**config.mk**
```make
export PLATFORM = sky130hd
export DESIGN_NAME = mem_req_arbiter
export DESIGN_NICKNAME = d
export VERILOG_FILES = /design/src/rtl/mem_arb_pkg.sv /design/src/rtl/mem_arb_rr.sv /design/src/rtl/mem_req_arbiter.sv
export SDC_FILE = /design/constraint.sdc
export NUM_CORES = 1
export LEC_CHECK = 0
export BUFFER_PORTS_ARGS = -buffer_cell sky130_fd_sc_hd__buf_2
export CAP_MARGIN = 5
export CORE_AREA = 2 2 141 143
export CTS_BUF_LIST = sky130_fd_sc_hd__clkbuf_4
export CTS_CLUSTER_DIAMETER = 100
export CTS_CLUSTER_SIZE = 28
export DETAILED_ROUTE_END_ITERATION = 6
export DIE_AREA = 0 0 143 145
export HOLD_SLACK_MARGIN = 0.12
export PLACE_DENSITY = 0.68
export SLEW_MARGIN = 15
export SYNTH_ARGS = -nofsm -noshare
export SYNTH_HDL_FRONTEND = slang
export SYNTH_HIERARCHICAL = 1
export SYNTH_SLANG_ARGS = --single-unit
```
**constraint.sdc**
```tcl
create_clock -name clk -period 3.9 [get_ports clk]
set_input_delay 0.195 -clock clk [delete_from_list [all_inputs] [get_ports clk]]
set_output_delay 0.195 -clock clk [all_outputs]
set_load 0.1 [all_outputs]
```
**src/rtl/mem_arb_pkg.sv**
```systemverilog
// mem_arb_pkg: shared state/requester types and access-type constants for mem_req_arbiter
package mem_arb_pkg;
    typedef enum logic [1:0] {IDLE, GNT_I, GNT_D} state_t;
    typedef enum logic {SRC_I, SRC_D} src_t;
    localparam logic [2:0] TYPE_BYTE = 3'd0;
    localparam logic [2:0] TYPE_HALF = 3'd1;
    localparam logic [2:0] TYPE_WORD = 3'd2;
    localparam logic [2:0] TYPE_ALL_ONES = 3'b111;
endpackage

```
**src/rtl/mem_arb_rr.sv**
```systemverilog
// mem_arb_rr: two-way round-robin picker remembering the last completed grant
module mem_arb_rr
    import mem_arb_pkg::*;
#(
    parameter int D_FIRST = 1
)(
    input  logic       clk,
    input  logic       rst,
    input  logic [1:0] req,
    input  logic       upd,
    input  logic       upd_src,
    output logic       gnt
);
    src_t last_gnt_q, last_gnt_d;

    // Remember the winner only when its transaction completes
    always_comb last_gnt_d = upd ? src_t'(upd_src) : last_gnt_q;

    // A sole requester wins; on a tie the side that did not go last wins
    always_comb gnt = (req == 2'b11) ? (last_gnt_q == SRC_I) : req[1];

    // Last-grant register; reset value decides who wins the first tie
    always_ff @(posedge clk or posedge rst) begin
        if (rst) last_gnt_q <= (D_FIRST != 0) ? SRC_I : SRC_D;
        else     last_gnt_q <= last_gnt_d;
    end
endmodule

```
**src/rtl/mem_req_arbiter.sv**
```systemverilog
// mem_req_arbiter: shares one master front-end between I-side and D-side requesters
// Optional perf counters enabled by defining MEM_ARB_PERF_CNT_EN.
module mem_req_arbiter
    import mem_arb_pkg::*;
#(
    parameter int ADDR_W  = 32,
    parameter int DATA_W  = 32,
    parameter int TYPE_W  = 3,
    parameter int D_FIRST = 1
)(
    input  logic              clk,
    input  logic              rst,
    input  logic              i_req,
    input  logic [ADDR_W-1:0] i_addr,
    output logic              i_wait,
    output logic [DATA_W-1:0] i_rdata,
    input  logic              d_req,
    input  logic              d_write,
    input  logic [TYPE_W-1:0] d_type,
    input  logic [ADDR_W-1:0] d_addr,
    input  logic [DATA_W-1:0] d_wdata,
    output logic              d_wait,
    output logic [DATA_W-1:0] d_rdata,
    output logic              m_read,
    output logic              m_write,
    output logic [TYPE_W-1:0] m_type,
    output logic [ADDR_W-1:0] m_addr,
    output logic [DATA_W-1:0] m_wdata,
    input  logic [DATA_W-1:0] m_rdata,
    input  logic              m_stall,
    output logic [31:0]       perf_i_grants,
    output logic [31:0]       perf_d_grants,
    output logic [31:0]       perf_conflicts
);
    state_t            state_q, state_d;
    logic              lat_write_q, lat_write_d;
    logic [TYPE_W-1:0] lat_type_q, lat_type_d;
    logic [ADDR_W-1:0] lat_addr_q, lat_addr_d;
    logic [DATA_W-1:0] lat_wdata_q, lat_wdata_d;
    logic [DATA_W-1:0] i_rdata_q, i_rdata_d;
    logic [DATA_W-1:0] d_rdata_q, d_rdata_d;
    logic              rr_gnt, rr_upd, rr_src;

    mem_arb_rr #(.D_FIRST(D_FIRST)) u_rr (
        .clk    (clk),
        .rst    (rst),
        .req    ({d_req, i_req}),
        .upd    (rr_upd),
        .upd_src(rr_src),
        .gnt    (rr_gnt)
    );

    // Grant FSM: pick and latch in IDLE, hold the master until the stall drops
    always_comb begin
        state_d     = state_q;
        lat_write_d = lat_write_q;
        lat_type_d  = lat_type_q;
        lat_addr_d  = lat_addr_q;
        lat_wdata_d = lat_wdata_q;
        i_rdata_d   = i_rdata_q;
        d_rdata_d   = d_rdata_q;
        rr_upd      = 1'b0;
        rr_src      = SRC_I;
        i_wait      = 1'b0;
        d_wait      = 1'b0;
        m_read      = 1'b0;
        m_write     = 1'b0;
        case (state_q)
            IDLE: begin
                i_wait = i_req;
                d_wait = d_req;
                if (i_req || d_req) begin
                    if (rr_gnt == SRC_D) begin
                        state_d     = GNT_D;
                        lat_write_d = d_write;
                        lat_type_d  = d_type;
                        lat_addr_d  = d_addr;
                        lat_wdata_d = d_wdata;
                    end else begin
                        state_d     = GNT_I;
                        lat_write_d = 1'b0;
                        lat_type_d  = {TYPE_W{1'b1}};
                        lat_addr_d  = i_addr;
                        lat_wdata_d = '0;
                    end
                end
            end
            GNT_I, GNT_D: begin
                m_read  = ~lat_write_q;
                m_write = lat_write_q;
                i_wait  = (state_q == GNT_I) ? m_stall : i_req;
                d_wait  = (state_q == GNT_D) ? m_stall : d_req;
                if (!m_stall) begin
                    state_d = IDLE;
                    rr_upd  = 1'b1;
                    rr_src  = (state_q == GNT_D);
                    if (state_q == GNT_I) i_rdata_d = m_rdata;
                    else                  d_rdata_d = m_rdata;
                end
            end
            default: state_d = IDLE;
        endcase
    end

    assign m_type  = lat_type_q;
    assign m_addr  = lat_addr_q;
    assign m_wdata = lat_wdata_q;
    assign i_rdata = i_rdata_d;
    assign d_rdata = d_rdata_d;

    // State, request-field latches and held read data
    always_ff @(posedge clk or posedge rst) begin
        if (rst) begin
            state_q     <= IDLE;
            lat_write_q <= 1'b0;
            lat_type_q  <= '0;
            lat_addr_q  <= '0;
            lat_wdata_q <= '0;
            i_rdata_q   <= '0;
            d_rdata_q   <= '0;
        end else begin
            state_q     <= state_d;
            lat_write_q <= lat_write_d;
            lat_type_q  <= lat_type_d;
            lat_addr_q  <= lat_addr_d;
            lat_wdata_q <= lat_wdata_d;
            i_rdata_q   <= i_rdata_d;
            d_rdata_q   <= d_rdata_d;
        end
    end

`ifdef MEM_ARB_PERF_CNT_EN
    logic [31:0] perf_i_q, perf_i_d, perf_d_q, perf_d_d, perf_c_q, perf_c_d;

    // Count grants on entry to a grant state and contended idle cycles
    always_comb begin
        perf_i_d = perf_i_q + ((state_q == IDLE && state_d == GNT_I) ? 32'd1 : 32'd0);
        perf_d_d = perf_d_q + ((state_q == IDLE && state_d == GNT_D) ? 32'd1 : 32'd0);
        perf_c_d = perf_c_q + ((state_q == IDLE && i_req && d_req) ? 32'd1 : 32'd0);
    end

    // Perf counter registers, free-running with natural wrap
    always_ff @(posedge clk or posedge rst) begin
        if (rst) begin
            perf_i_q <= '0;
            perf_d_q <= '0;
            perf_c_q <= '0;
        end else begin
            perf_i_q <= perf_i_d;
            perf_d_q <= perf_d_d;
            perf_c_q <= perf_c_d;
        end
    end

    assign perf_i_grants  = perf_i_q;
    assign perf_d_grants  = perf_d_q;
    assign perf_conflicts = perf_c_q;
`else
    assign perf_i_grants  = '0;
    assign perf_d_grants  = '0;
    assign perf_conflicts = '0;
`endif
endmodule

```
## Word level (Yosys, flattened, before mapping)

Index checks and enable logic that the tools add are counted.

- $add $sub $neg: 0
- $mul: 0
- Div/mod/pow operators: 0
- Order comparisons: 0
- Equal/unequal tests: 5
- Shifts and indexed selects: 0
- Mux-type cells: 25
- Bitwise operators: 2
- Reduce and logical (&&, ||, !) cells: 5

Operators by type and width:

| cell | count |
|---|---|
| 2-to-1 mux 32 bit | 8 |
| 2-to-1 mux 1 bit | 10 |
| 2-to-1 mux 2 bit | 3 |
| == test 2 bit, second input constant | 2 |
| != test 2 bit, second input constant | 2 |
| case mux 1 bit (2 select lines) | 2 |
| case mux 2 bit (2 select lines) | 1 |
| AND reduction 2 bit | 2 |
| 2-to-1 mux 3 bit | 1 |
| == test 2 x 1 -> 1 bit, second input constant | 1 |
| logical NOT 2 bit | 1 |
| NOT 1 bit | 2 |
| OR reduction 2 bit | 1 |
| logical OR 1 bit | 1 |

- Register bits after elaboration: 135
- Latch bits: 0
- Memory bits (writable): 0
- Bits in read-only memories: 0
- Input port bits: 137
- Output and inout bits: 231
- Logic and storage cells: 45
- Memories kept: 0

## Longest topological paths before layout

- Word-level depth: 5
- Depth in mapped cells: 6
- Depth with buffers taken out: 4

## Cells and area by module

The synthesis kept the hierarchy.

Modules (own cells, without submodules):

| module | times used | cells each | area each (µm²) | sequential area each (µm²) |
|---|---|---|---|---|
| mem_req_arbiter | 1 | 519 | 6,602.6 | 3,353.2 |
| mem_arb_rr | 1 | 4 | 51.3 | 25.0 |

## Worst setup path after synthesis

No wires, ideal clock.

- Path kind: register to output
- Start: register state_q[0]
- End: output i_wait
- Data arrival time: 3.112 ns
- Data required time: 3.705 ns
- Slack: 0.593 ns
- Cell stages (with the launch flop): 6
- Buffers on the path: 1
- Cells stage by stage: dfrtp_1 -> inv_1 -> ha_1 -> clkbuf_2 -> nand2b_1 -> o21ai_0

- Cells in the longest elaborated chain, start to end: 3
- Elaborated cells between the ends (all ways): 6
- Those cells by class: eq/ne: 2; mux: 2; reduce/logical: 2

RTL lines:

| item | line | source |
|---|---|---|
| start, declared | mem_req_arbiter.sv:35 | `state_t state_q, state_d;` |
| start signal, assigned | mem_req_arbiter.sv:122 | `state_q <= state_d;` |
| == test 2 x 1 -> 1 bit or == test 2 bit (tied branches) | mem_req_arbiter.sv:68, mem_req_arbiter.sv:91 |  |
| 2-to-1 mux 1 bit or OR reduction 2 bit (tied branches) | mem_req_arbiter.sv:91, mem_req_arbiter.sv:68 |  |
| case mux 1 bit (2 select lines) (*) | mem_req_arbiter.sv:68 | `case (state_q)` |
| end, declared | mem_req_arbiter.sv:15 | `output logic i_wait,` |

Every way passes the cells marked *; elsewhere a longest branch is shown, timed or not.

## Worst setup path after layout

- Start: register state_q[0]
- End: output i_rdata[3]

- Cells in the longest elaborated chain, start to end: 4
- Elaborated cells between the ends (all ways): 6
- Those cells by class: eq/ne: 2; mux: 3; reduce/logical: 1

RTL lines:

| item | line | source |
|---|---|---|
| == test 2 x 1 -> 1 bit | mem_req_arbiter.sv:68, mem_req_arbiter.sv:97 |  |
| 2-to-1 mux 32 bit | mem_req_arbiter.sv:97 | `if (state_q == GNT_I) i_rdata_d = m_rdata;` |
| 2-to-1 mux 32 bit | mem_req_arbiter.sv:93 | `if (!m_stall) begin` |
| 2-to-1 mux 32 bit (*) | mem_req_arbiter.sv:68 |  |
| end, declared | mem_req_arbiter.sv:16 | `output logic [DATA_W-1:0] i_rdata,` |

Marked as above.

==> results.py <==
metrics = {
    "clock_tree": {
        "cts_tree": "built",
        "cts-buffers-inserted": 17,
        "path_clk_slew_ps": 150,
        "cts_max_path_buffers": 2,
        "post_cts_buffers": 0,
        "clock-sinks": 135,
        "root_buffer": "clkbuf_4",
        "clk_latency_ps": 510,
        "ctsHtreeMaxLevel": 4,
    },
    "global_routing": {
        "grt_pass1_wl_microns": 26500,
        "grt_pass1_vias": 5345,
        "grt_use_total_pct": 16.2,
        "grt_start_max_net_pins": 86,
        "grt_antenna_before_repair": 1,
        "overflow": 0,
    },
    "cells_and_area": {
        "fillers": 1689,
        "layout-drive-gt1-share_pct": 46.9,
        "seqCellArea_sq_mm": 0.00338,
        "nNetsFinal": 1073,
        "layout_commonest_cell": "buf_2",
        "utilization_pct": 49.8,
        "stdcell_area_sq_mm": 0.00956,
        "mostFrequentLayoutCells": "271 x buf_2, 136 x dlygate4sd3_1, 135 x dfrtp_1, 127 x mux2_2, 96 x conb_1",
        "multiInputGateArea_sq_mm": 0.00259,
        "areaGrowthSynthToFinish_pct": 43.6,
    },
    "placement": {
        "io_buffers": 271,
        "routabilityCongestion": 0.750,
        "dp_hpwl_microns": 11000,
        "dp_slack_ps": 1110,
        "placed_area_sq_mm": 0.00787,
    },
    "floorplan": {
        "die-area_sq_mm": 0.0207,
        "pin_count": 368,
        "die_w_microns": 143,
        "die_y_microns": 145,
        "initial_core_util_pct": 34.6,
        "core-area_sq_mm": 0.0192,
        "std_cell_rows": 51,
    },
    "hold_path": {
        "hold_end": "state_q[1]",
        "hp-start": "i_req",
        "hp-class": "in2reg",
        "min_path_cells": 3,
    },
    "logic_synthesis": {
        "synth.avg_cell_area_sq_um": 12.7,
        "postSynthCellCount": 523,
        "synth_cell_types": 28,
        "yosysTopAreaCell": "dfrtp_1",
        "synth_area_leaders": "dfrtp_1 51%, mux2_2 21%, buf_4 11%, mux2i_1 5.3%, inv_1 2.1%",
        "synth-seq-area-share_pct": 50.8,
        "yosysWarningCount": 6,
        "synth_top_cell_area_share_pct": 50.8,
        "syn-cell-area_sq_mm": 0.00665,
        "synth-seq-cells": 135,
    },
    "worst_setup_path": {
        "crit_type": "reg2out",
        "cpMaxStageDelayCell": "nand3b_2",
        "start_kind": "flop",
        "worstReg2RegStart": "u_rr/last_gnt_q",
        "cp_max_fo": 31,
        "ff2ff_path_depth": 5,
        "cp_data_arrival_time_ps": 3130,
        "worstPathRequired_ps": 3700,
        "crit_path_max_incr_delay_ps": 700,
        "reg2reg_to": "m_addr[5]",
        "end_kind": "output pin",
        "rrSetupSlack_ps": 1070,
        "crit_chain": "inv_1 > ha_1 > nand3b_2 > mux2_2 > buf_2",
    },
    "timing": {
        "setup_violations": 0,
        "hold_violations": 0,
        "fmax_mhz": 301,
        "fin_skew_ps": 25.1,
        "period_minus_slack_ps": 3320,
        "final_max_slew_viol_count": 0,
        "setup_ws_ps": 577,
        "worst_pin_slew_ps": 976,
        "rsz0062_at_grt": "false",
        "finalCritPeriodShare_pct": 85.2,
        "fin_tns_setup_ps": 0,
        "slew_headroom_pct": 34.7,
    },
    "routing": {
        "drc_errors": 0,
        "first_iter_violations": 124,
        "routed_wl_microns": 16800,
        "num_vias": 4964,
        "ant_nets": 0,
        "wire_per_inst_microns": 13.9,
        "firstDrtPassIters": 4,
        "viasPerCell": 4.10,
    },
    "flow_run": {
        "maxCapViolations": 0,
    },
    "status": {
        "status": "finished, final reports clean",
    },
}
==> through the flow <==
step           hold WS [ps]  std cells
2_1_floorplan         -76.3        618
3_3_place_gp           95.4       1041
3_5_place_dp           97.1       1041
4_1_cts                 128       1209
5_1_grt                 136       1210
6_report                208       1210
==> state kept, by name, summed over array words and instances, names as in the netlist <==
signal           cells
m_wdata             32
i_rdata_q           32
m_type               3
state_q              2
lat_write_q          1
u_rr/last_gnt_q      1
m_addr              32
d_rdata_q           32
==> layout make-up <==
cell class	count	area share (%)
sequential	135	35.3
timing repair buffer	414	29.1
multi-input combinational	326	27.1
tap	265	3.47
clock inverter	15	2.06
inverter	37	1.51
clock buffer	17	1.34
antenna	1	0.0262
==> repair_timing <==
| action | 4_1_cts | 5_1_grt |
|---|---|---|
| resized for setup | 0 | 0 |
| endpoints found under the hold margin | 219 | 0 |
| hold buffers | 136 | 0 |
| endpoints found under the setup margin | 0 | 0 |
==> cell usage after synthesis, drive strengths merged <==
master and n:
o22ai 1, nor2b 3, clkbuf 4, nand2b 4
nor4bb 2, nand2 34, and2 1, ha 5
o21a 1, nand3b 3, mux2i 35, o21ai 1
inv 37, a211o 2, a21oi 1, nor3b 1
a21boi 2, and3 2, dfrtp 135, conb 1
buf 116, mux2 132
==> per-layer routing <==
layer  track usage (%)  up-vias  share of wire [%]
met5                 0        -                  0
met4              4.46        0                1.4
met3              4.75       15                5.8
met2              29.9      209                 53
met1              17.8     2390                 39
li1                  -     2350                  -
==> critical path, delay by kind of cell (launching register included) <==
| kind | cells | cell delay (ps) |
|---|---|---|
| adder cells (fa/ha/maj) | 1 | 470 |
| buffers and inverters | 2 | 520 |
| flip-flops | 1 | 450 |
| multiplexers | 1 | 470 |
| AND/OR/NAND/NOR | 1 | 700 |
==> kinds of logic (layout without fill, tap and decap cells) <==
logic type / Yosys count / after routing / synth area share, %
AO/OA/AOI/OAI: 8 / 8 / 0.846
buffers and inverters: 157 / 483 / 15.9
other: 1 / 97 / 0.0564
multiplexers: 167 / 167 / 27.7
adder cells (fa/ha/maj): 5 / 5 / 0.940
AND/OR/NAND/NOR: 50 / 50 / 3.84
flip-flops: 135 / 135 / 50.8
==> how the worst max path moves through the flow <==
| stage | start | to | slack, ps |
|---|---|---|---|
| floorplan | rst | d_rdata_q[0] | 120 |
| global placement | state_q[0] | i_rdata[29] | 1180 |
| detailed placement | state_q[0] | i_rdata[9] | 1110 |
| CTS | state_q[0] | i_rdata[9] | 470 |
| global route | state_q[0] | i_rdata[25] | 280 |
| finish | state_q[0] | i_rdata[3] | 580 |
Power is left out: the tool's default activity adds up to more than one toggle a clock period on the data nets, which glitch-free logic cannot reach.
